### src/rtl/seg_display_arbiter.sv
// Round-robin arbiter sharing one 4-digit BCD display between sources A and B, with minimum hold time.
// Optional ownership timeout/preemption is built only when SEG_ARB_TIMEOUT_EN is defined.
module seg_display_arbiter #(
    parameter int HOLD_CYCLES     = 1000,
    parameter int CNT_W           = 20,
    parameter int MAX_HOLD_CYCLES = 100000
) (
    input  logic        clk,
    input  logic        rst_n,
    input  logic        req_a,
    input  logic [15:0] bcd_a,
    input  logic        req_b,
    input  logic [15:0] bcd_b,
    output logic        gnt_a,
    output logic        gnt_b,
    output logic [15:0] bcd_out,
    output logic        blank_o,
    output logic        hold_done
);

    localparam logic [1:0] S_IDLE  = 2'd0;
    localparam logic [1:0] S_OWN_A = 2'd1;
    localparam logic [1:0] S_OWN_B = 2'd2;

    localparam logic [CNT_W-1:0] HOLD_CNT = CNT_W'(HOLD_CYCLES);

    logic [1:0]       r_state;
    logic             r_ptr_b;
    logic             r_gnt_a;
    logic             r_gnt_b;
    logic             r_blank;
    logic             r_hold_done;
    logic [15:0]      r_bcd;
    logic [CNT_W-1:0] r_cnt;

    logic             w_own_a;
    logic             w_req_own;
    logic             w_req_oth;
    logic [15:0]      w_bcd_own;
    logic [CNT_W-1:0] w_cnt_inc;
    logic             w_release;
    logic             w_preempt;
    logic             w_switch;

    assign w_own_a   = (r_state == S_OWN_A);
    assign w_req_own = w_own_a ? req_a : req_b;
    assign w_req_oth = w_own_a ? req_b : req_a;
    assign w_bcd_own = w_own_a ? bcd_a : bcd_b;
    assign w_cnt_inc = r_cnt + CNT_W'(1);
    // r_hold_done is never set in IDLE, so these only fire while a side owns the display
    assign w_release = r_hold_done & ~w_req_own;
    assign w_switch  = w_req_oth & (w_release | w_preempt);

`ifdef SEG_ARB_TIMEOUT_EN
    localparam logic [CNT_W-1:0] MAX_CNT = CNT_W'(MAX_HOLD_CYCLES);

    logic [CNT_W-1:0] r_tcnt;

    // Counts owned cycles including the current one, so preemption lands after exactly MAX_HOLD_CYCLES
    assign w_preempt = (r_state != S_IDLE) && (r_tcnt >= MAX_CNT - CNT_W'(1));

    always_ff @(posedge clk or negedge rst_n) begin
        if (!rst_n) begin
            r_tcnt <= '0;
        end else if (r_state == S_IDLE || w_switch || w_release) begin
            r_tcnt <= '0;
        end else if (r_tcnt < MAX_CNT) begin
            r_tcnt <= r_tcnt + CNT_W'(1);
        end
    end
`else
    assign w_preempt = 1'b0;
`endif

    always_ff @(posedge clk or negedge rst_n) begin
        if (!rst_n) begin
            r_state     <= S_IDLE;
            r_ptr_b     <= 1'b0;
            r_gnt_a     <= 1'b0;
            r_gnt_b     <= 1'b0;
            r_blank     <= 1'b1;
            r_hold_done <= 1'b0;
            r_bcd       <= 16'h0000;
            r_cnt       <= '0;
        end else begin
            case (r_state)
                S_OWN_A, S_OWN_B: begin
                    if (w_switch) begin
                        // Direct hand-over: display word stays frozen until the new owner's first capture
                        r_state     <= w_own_a ? S_OWN_B : S_OWN_A;
                        r_gnt_a     <= ~w_own_a;
                        r_gnt_b     <= w_own_a;
                        r_ptr_b     <= ~w_own_a;
                        r_hold_done <= 1'b0;
                        r_cnt       <= '0;
                    end else if (w_release) begin
                        r_state     <= S_IDLE;
                        r_gnt_a     <= 1'b0;
                        r_gnt_b     <= 1'b0;
                        r_blank     <= 1'b1;
                        r_hold_done <= 1'b0;
                        r_bcd       <= 16'h0000;
                        r_cnt       <= '0;
                    end else begin
                        if (r_cnt < HOLD_CNT) begin
                            r_cnt <= w_cnt_inc;
                        end
                        r_hold_done <= r_hold_done | (w_cnt_inc >= HOLD_CNT);
                        if (w_req_own) begin
                            r_bcd <= w_bcd_own;
                        end
                    end
                end
                default: begin
                    if (req_a && (!req_b || !r_ptr_b)) begin
                        r_state     <= S_OWN_A;
                        r_gnt_a     <= 1'b1;
                        r_blank     <= 1'b0;
                        r_ptr_b     <= 1'b1;
                        r_hold_done <= 1'b0;
                        r_cnt       <= '0;
                    end else if (req_b) begin
                        r_state     <= S_OWN_B;
                        r_gnt_b     <= 1'b1;
                        r_blank     <= 1'b0;
                        r_ptr_b     <= 1'b0;
                        r_hold_done <= 1'b0;
                        r_cnt       <= '0;
                    end
                end
            endcase
        end
    end

    assign gnt_a     = r_gnt_a;
    assign gnt_b     = r_gnt_b;
    assign bcd_out   = r_bcd;
    assign blank_o   = r_blank;
    assign hold_done = r_hold_done;

endmodule
### config.mk
export PLATFORM = sky130hd
export DESIGN_NAME = seg_display_arbiter
export DESIGN_NICKNAME = d
export VERILOG_FILES = /design/src/rtl/seg_display_arbiter.sv
export SDC_FILE = /design/constraint.sdc
export NUM_CORES = 1
export LEC_CHECK = 0
export CORE_MARGIN = 2
export CORE_UTILIZATION = 30
export DETAILED_ROUTE_END_ITERATION = 6
export GPL_ROUTABILITY_DRIVEN = 0
export HOLD_SLACK_MARGIN = 0.05
export RECOVER_POWER = 25
export SYNTH_ARGS = -nofsm -noshare
export SYNTH_HDL_FRONTEND = slang
export SYNTH_SLANG_ARGS = --single-unit
### constraint.sdc
create_clock -name clk -period 6.12 [get_ports clk]
set_clock_uncertainty 0.05 [all_clocks]
set_input_delay 1.224 -clock clk [delete_from_list [all_inputs] [get_ports clk]]
set_output_delay 1.224 -clock clk [all_outputs]
set_load 0.005 [all_outputs]
==> flow_metrics.tcl, run 1 <==
set metrics [dict create \
    ios 56 \
    crit_arrival_ns 3.64 \
    p_leak_uw 0.00126 \
    setup_ws_ns 2.67 \
    slew_violations 44 \
    failed_checks "capacitance limit, slew limit" \
    power_frac_seq_pct 37.7 \
    p_int_uw 684 \
    ys_warn_count 0 \
    synth.ff_latch_count 43 \
    cts.sinks 43 \
    dp.cells 410 \
    core-area_um2 8090 \
    die_area_um2 9000 \
    critPathMaxFanout 11 \
    syn_inst 265 \
    fmax_mhz 290 \
    yosysTopAreaCellShare_pct 42.4 \
    outcome "finished with violations" \
    seq_area_frac_synth_pct 43.5 \
    clk_path_buf_depth 2 \
    place_ws_ns 2.31 \
    hold_buffers 0 \
    finalNonFillerCells 418 \
    drt_first_pass_iters 4 \
    post-route-period-util_pct 56.4 \
    max-slew-margin-rel_pct -53.3 \
    clk_pin_slew_ns 0.08 \
    synth.area.top_cells "dfrtp_1 42%, mux2i_1 11%, nand2_1 5.3%" \
    final_hold_viol_count 0 \
    start_util_pct 30.6 \
    cts-buffers-inserted 5 \
    drive_gt1_share_pct 6.71 \
    track_usage_pct 13.0 \
    vias 2098 \
    drt-total-wl_um 5500 \
    hpwl_um 3990 \
    setup_tns_ns 0 \
    ir_worst_vdd_mv 0.151 \
    syn_area_um2 2480 \
    die_h_um 94.9 \
    setup_viol 0 \
    routed-wl-met3_um 211 \
    synth_edf_count 0 \
    fin_total_pwr_uw 1080 \
    required_ns 6.31 \
    port_buffers 55 \
    p_sw_share_pct 36.4 \
    synth_ff_type "dfrtp_1" \
    diodes 0 \
    wl_per_cell_um 13.2 \
    switching_power_uw 392 \
    cts-root-buf "clkbuf_8" \
    r2r_cells 8 \
    die_w_um 94.9 \
    drtAntennaViolNets 0 \
    grt_pass1_wl_um 9180 \
    wl_met2_um 2560 \
    start_kind "input port" \
    area_delta_synth_final_pct 28.2 \
    p_comb_share_pct 45.3 \
    antenna_found_initial 0 \
    rsz0062_at_grt "false" \
    synth_nets 304 \
    holdPathStages 2 \
    cts_setup_buffers 0 \
    hold_path_class "reg2reg" \
    synth.distinct_cells 49 \
    grt_max_degree 44 \
    period_needed_ns 3.45 \
    slowest_delay_ns 0.63 \
    crit_path_top_delay_cell "a2bb2oi_1" \
    met1Wirelength_um 2640 \
    drt-initial-drc-count 108 \
    placed_cell_area_um2 3090 \
    first_global_vias 1945 \
    crit_path_cell_trace "clkdlybuf4s50_1, or3b_1, nand4_1, a2bb2oi_1, buf_4, a21o_1, a22o_1" \
    pwr-share-clk_pct 17.0 \
    synth_top_cell_by_area "dfrtp_1" \
    syn_avg_cell_area_um2 9.34 \
    stdcell_area_um2 3180 \
    cts_tree "yes" \
    crit_type "in2reg" \
    cts_resized 0 \
    dr.max_layer_used "met4" \
    num-nets-final 351 \
    drc 0 \
    via_per_inst 5.02 \
    fillers 813 \
    timing.max_cap.violations 1 \
    power_density_nw_per_um2 339 \
    async_reset_ff_share_pct 100 \
    cp-end-kind "register" \
    h-tree-depth 2 \
    grt.overflow.total 0 \
    tightest_slew_ns 2.30 \
    worstSkewPairLatency_ns 0.30 \
    num_rows 33 \
]
## cell usage in the layout (no fill, tap or decap), drive strengths merged, types with 5 or more instances in the layout
cell type      count
a22o               5
nor4               7
clkdlybuf4s50     54
and2              10
nor2              15
nand3              9
o21ai             24
nor3               5
nand2             35
nand4              6
clkbuf             7
a21oi             11
mux2i             27
inv                7
nand2b             5
dfrtp             42
## sequential cells by signal, indices dropped and copies added (netlist names)
register and count:
r_cnt 20, gnt_b 1, blank_o 1, r_ptr_b 1
hold_done 1, bcd_out 16, gnt_a 1, r_state 2
## path summary, 6_finish.rpt
kind,startpoint,endpoint,slack (ns)
max reg2reg,r_state[0]$_DFFE_PN0P_,r_cnt[3]$_DFFE_PN0P_,3.25
min in group asynchronous,rst_n,r_cnt[7]$_DFFE_PN0P_,1.55
max,req_b,r_cnt[3]$_DFFE_PN0P_,2.67
min reg2reg,bcd_out[14]$_DFFE_PN0P_,bcd_out[14]$_DFFE_PN0P_,0.43
min,bcd_out[14]$_DFFE_PN0P_,bcd_out[14]$_DFFE_PN0P_,0.43
max in group asynchronous,rst_n,bcd_out[9]$_DFFE_PN0P_,3.16
## layer usage
layer,vias up,track usage [%]
met5,-,0
met4,0,4.95
met3,7,3.03
met2,49,20.3
met1,993,17.4
li1,1049,-
## critical path: cells and delay by family
kind                   cells  cell delay, ns
AO/OA/AOI/OAI              3            0.86
buffers and inverters      2            0.84
AND/OR/NAND/NOR            2            0.70
## power by group through the flow
stage	logic (uW)	clock network [uW]	registers [uW]
global route	551	200	416
CTS	501	189	407
detailed placement	500	0	412
global placement	491	0	411
floorplan	293	0	410
finish	488	183	405
## layout make-up
type	instances	area (um^2)	area share [%]
Clock inverter	2	12.5	0.394
Clock buffer	6	72.6	2.29
Multi-Input combinational cell	198	1300	40.8
Timing Repair Buffer	57	559	17.6
Sequential cell	43	1080	33.9
Tap cell	105	131	4.14
Inverter	7	26.3	0.827
## synthesized netlist by cell type, drive strengths merged (5+ instances only)
cell type	n
o21ai	24
nand2	35
nand3	9
nor2	15
clkbuf	8
inv	7
nor3	5
and2	10
dfrtp	42
a21oi	11
mux2i	27
nand2b	5
buf	9
nor4	7
a22o	5
nand4	6
## stage by stage
stage	hold slack, ns	util (%)
finish	0.432	39.2
CTS	0.440	39.3
global placement	0.414	38.2
detailed placement	0.420	38.2
floorplan	0.423	-
global route	0.460	39.2
## kinds of logic (layout without fill, tap and decap cells)
| logic type | Yosys count | count (layout) | share of synthesized area, % |
|---|---|---|---|
| buffers and inverters | 24 | 72 | 4.14 |
| xor gates and xnor gates | 1 | 1 | 0.354 |
| adders and majority gates | 3 | 3 | 1.52 |
| and+or+nand+nor | 103 | 103 | 22.0 |
| muxes | 30 | 30 | 12.3 |
| AOI/OAI and AO/OA | 61 | 61 | 16.2 |
| DFF | 43 | 43 | 43.5 |
No activity file was read; power rests on OpenSTA's default activity.
==> inputs of run 2 (changes only) <==
==> constraint.sdc (replaced) <==
create_clock -name clk -period 3.2 [get_ports clk]
set_clock_uncertainty 0.05 [all_clocks]
set_input_delay 0.64 -clock clk [delete_from_list [all_inputs] [get_ports clk]]
set_output_delay 0.64 -clock clk [all_outputs]
set_load 0.005 [all_outputs]
==> run 2 against run 1 <==
  * Non-clock buffer count increased by 2
  * Power rose by 93%
  * Critical endpoint is now r_cnt[4]$_DFFE_PN0P_
  * The flow now finishes without violations
  * Setup slack worse by 1.9 ns
  * Critical path depth unchanged
  * Flip-flop and latch count unchanged
  * First-iteration DRC count down 21%
  * Die area unchanged
==> flow_metrics.tcl, run 2 (synthesized netlist as in run 1, its figures left out) <==
set metrics [dict create \
    outcome "completed" \
    crit_arrival_ns 2.57 \
    first_global_vias 1994 \
    cts-buffers-inserted 5 \
    drc 0 \
    drt_first_pass_iters 4 \
    antenna_found_initial 0 \
    rsz0062_at_grt "false" \
    crit_path_top_delay_cell "clkdlybuf4s50_1" \
    cts-root-buf "clkbuf_8" \
    slew_violations 0 \
    post-route-period-util_pct 75.9 \
    die_h_um 94.9 \
    cts_resized 0 \
    die_w_um 94.9 \
    max-slew-margin-rel_pct 35.1 \
    period_needed_ns 2.43 \
    largest_reg_flops 20 \
    start_kind "input port" \
    vias 2113 \
    grt_pass1_wl_um 9400 \
    drt-initial-drc-count 85 \
    whs_ns 0.433 \
    hold_buffers 0 \
    cts.sinks 43 \
    clk_pin_slew_ns 0.09 \
    layout_commonest_cell "clkdlybuf4s50_1" \
    hpwl_um 4000 \
    fmax_mhz 411 \
    wl_per_cell_um 13.3 \
    tightest_slew_ns 0.973 \
    via_per_inst 5.03 \
    start_util_pct 30.6 \
    ir_worst_vdd_mv 0.352 \
    drt-total-wl_um 5590 \
    r2r_cells 8 \
    timing.max_cap.violations 0 \
    required_ns 3.34 \
    setup_viol 0 \
    num-nets-final 353 \
    stdcell_area_um2 3190 \
    slowest_delay_ns 0.56 \
    crit_start "req_b" \
    crit_type "in2reg" \
    place_ws_ns 0.460 \
    core-area_um2 8090 \
    p_leak_uw 0.00127 \
    cts_setup_buffers 0 \
    die_area_um2 9000 \
    ios 56 \
    reg2reg_to "r_cnt[4]$_DFFE_PN0P_" \
    placed_cell_area_um2 3110 \
    dp.cells 412 \
    drtAntennaViolNets 0 \
    hold_path_class "reg2reg" \
    final_cell_mix "54 x clkdlybuf4s50_1, 42 x dfrtp_1, 35 x nand2_1" \
    crit_path_cell_trace "clkdlybuf4s50_1, or3b_1, nand4_1, nor3_2, buf_4, a21o_1, a22o_1" \
    worstSkewPairLatency_ns 0.29 \
    critPathMaxFanout 15 \
    clk_path_buf_depth 2 \
    diodes 0 \
    setup_tns_ns 0 \
    cts_tree "yes" \
    power_density_nw_per_um2 650 \
    track_usage_pct 13.2 \
    setup_ws_ns 0.770 \
    final_hold_viol_count 0 \
    ff2ff_setup_slack_ns 0.79 \
    top_register "r_cnt" \
    area_delta_synth_final_pct 28.9 \
    num_rows 33 \
    endpoint "r_cnt[4]$_DFFE_PN0P_" \
    holdPathStages 2 \
    reg2reg_from "r_state[0]$_DFFE_PN0P_" \
    port_buffers 55 \
    cp-end-kind "register" \
    finalNonFillerCells 420 \
    grt.overflow.total 0 \
    h-tree-depth 2 \
    grt_max_degree 44 \
    drive_gt1_share_pct 7.62 \
]
==> run 2: cell count changes in the layout (fill, tap and decap cells not counted) <==
cell,change
buf_4,+2
buf_2,+1
clkbuf_1,-1
==> run 2: critical path, delay by kind of cell <==
kind                   cells  cell delay [ns]
AND/OR/NAND/NOR            3             0.78
buffers and inverters      2             0.75
AO/OA/AOI/OAI              2             0.38
==> run 2: stage by stage <==
step                      utilization (%)  total power, uW
after floorplan                         -             1340
after global placement               38.4             1740
after detailed placement             38.4             1760
after CTS                            39.4             2110
after global routing                 39.4             2240
final                                39.4             2070
==> run 2: worst min-delay path by stage <==
stage                                 start                 endpoint  slack [ns]
finish              bcd_out[12]$_DFFE_PN0P_  bcd_out[12]$_DFFE_PN0P_        0.43
global route         bcd_out[3]$_DFFE_PN0P_   bcd_out[3]$_DFFE_PN0P_        0.46
CTS                  bcd_out[3]$_DFFE_PN0P_   bcd_out[3]$_DFFE_PN0P_        0.44
detailed placement   bcd_out[3]$_DFFE_PN0P_   bcd_out[3]$_DFFE_PN0P_        0.42
global placement    bcd_out[13]$_DFFE_PN0P_  bcd_out[13]$_DFFE_PN0P_        0.41
floorplan                             rst_n   bcd_out[0]$_DFFE_PN0P_        0.29
==> run 2: layer usage <==
layer | global-route usage [%] | part of all wire [%] | wire, um | up-vias
met1 | 18.1 | 48 | 2700 | 1007
met3 | 2.55 | 3.8 | 215 | 7
met4 | 4.35 | 1.4 | 78 | 0
met5 | 0 | 0 | 0 | -
met2 | 20.8 | 47 | 2600 | 50
li1 | - | - | - | 1049
==> run 2: area by class of cell <==
type	count	area, um^2
fill	823	4900
multi-input combinational	198	1300
sequential	43	1080
timing repair buffer	59	576
tap	105	131
clock buffer	6	72.6
inverter	7	26.3
clock inverter	2	12.5
==> run 2: where the power goes <==
group	switching (uW)	total (uW)	internal [uW]
clock network	192	345	153
logic	463	951	488
registers	95.9	779	683
total	751	2070	1320
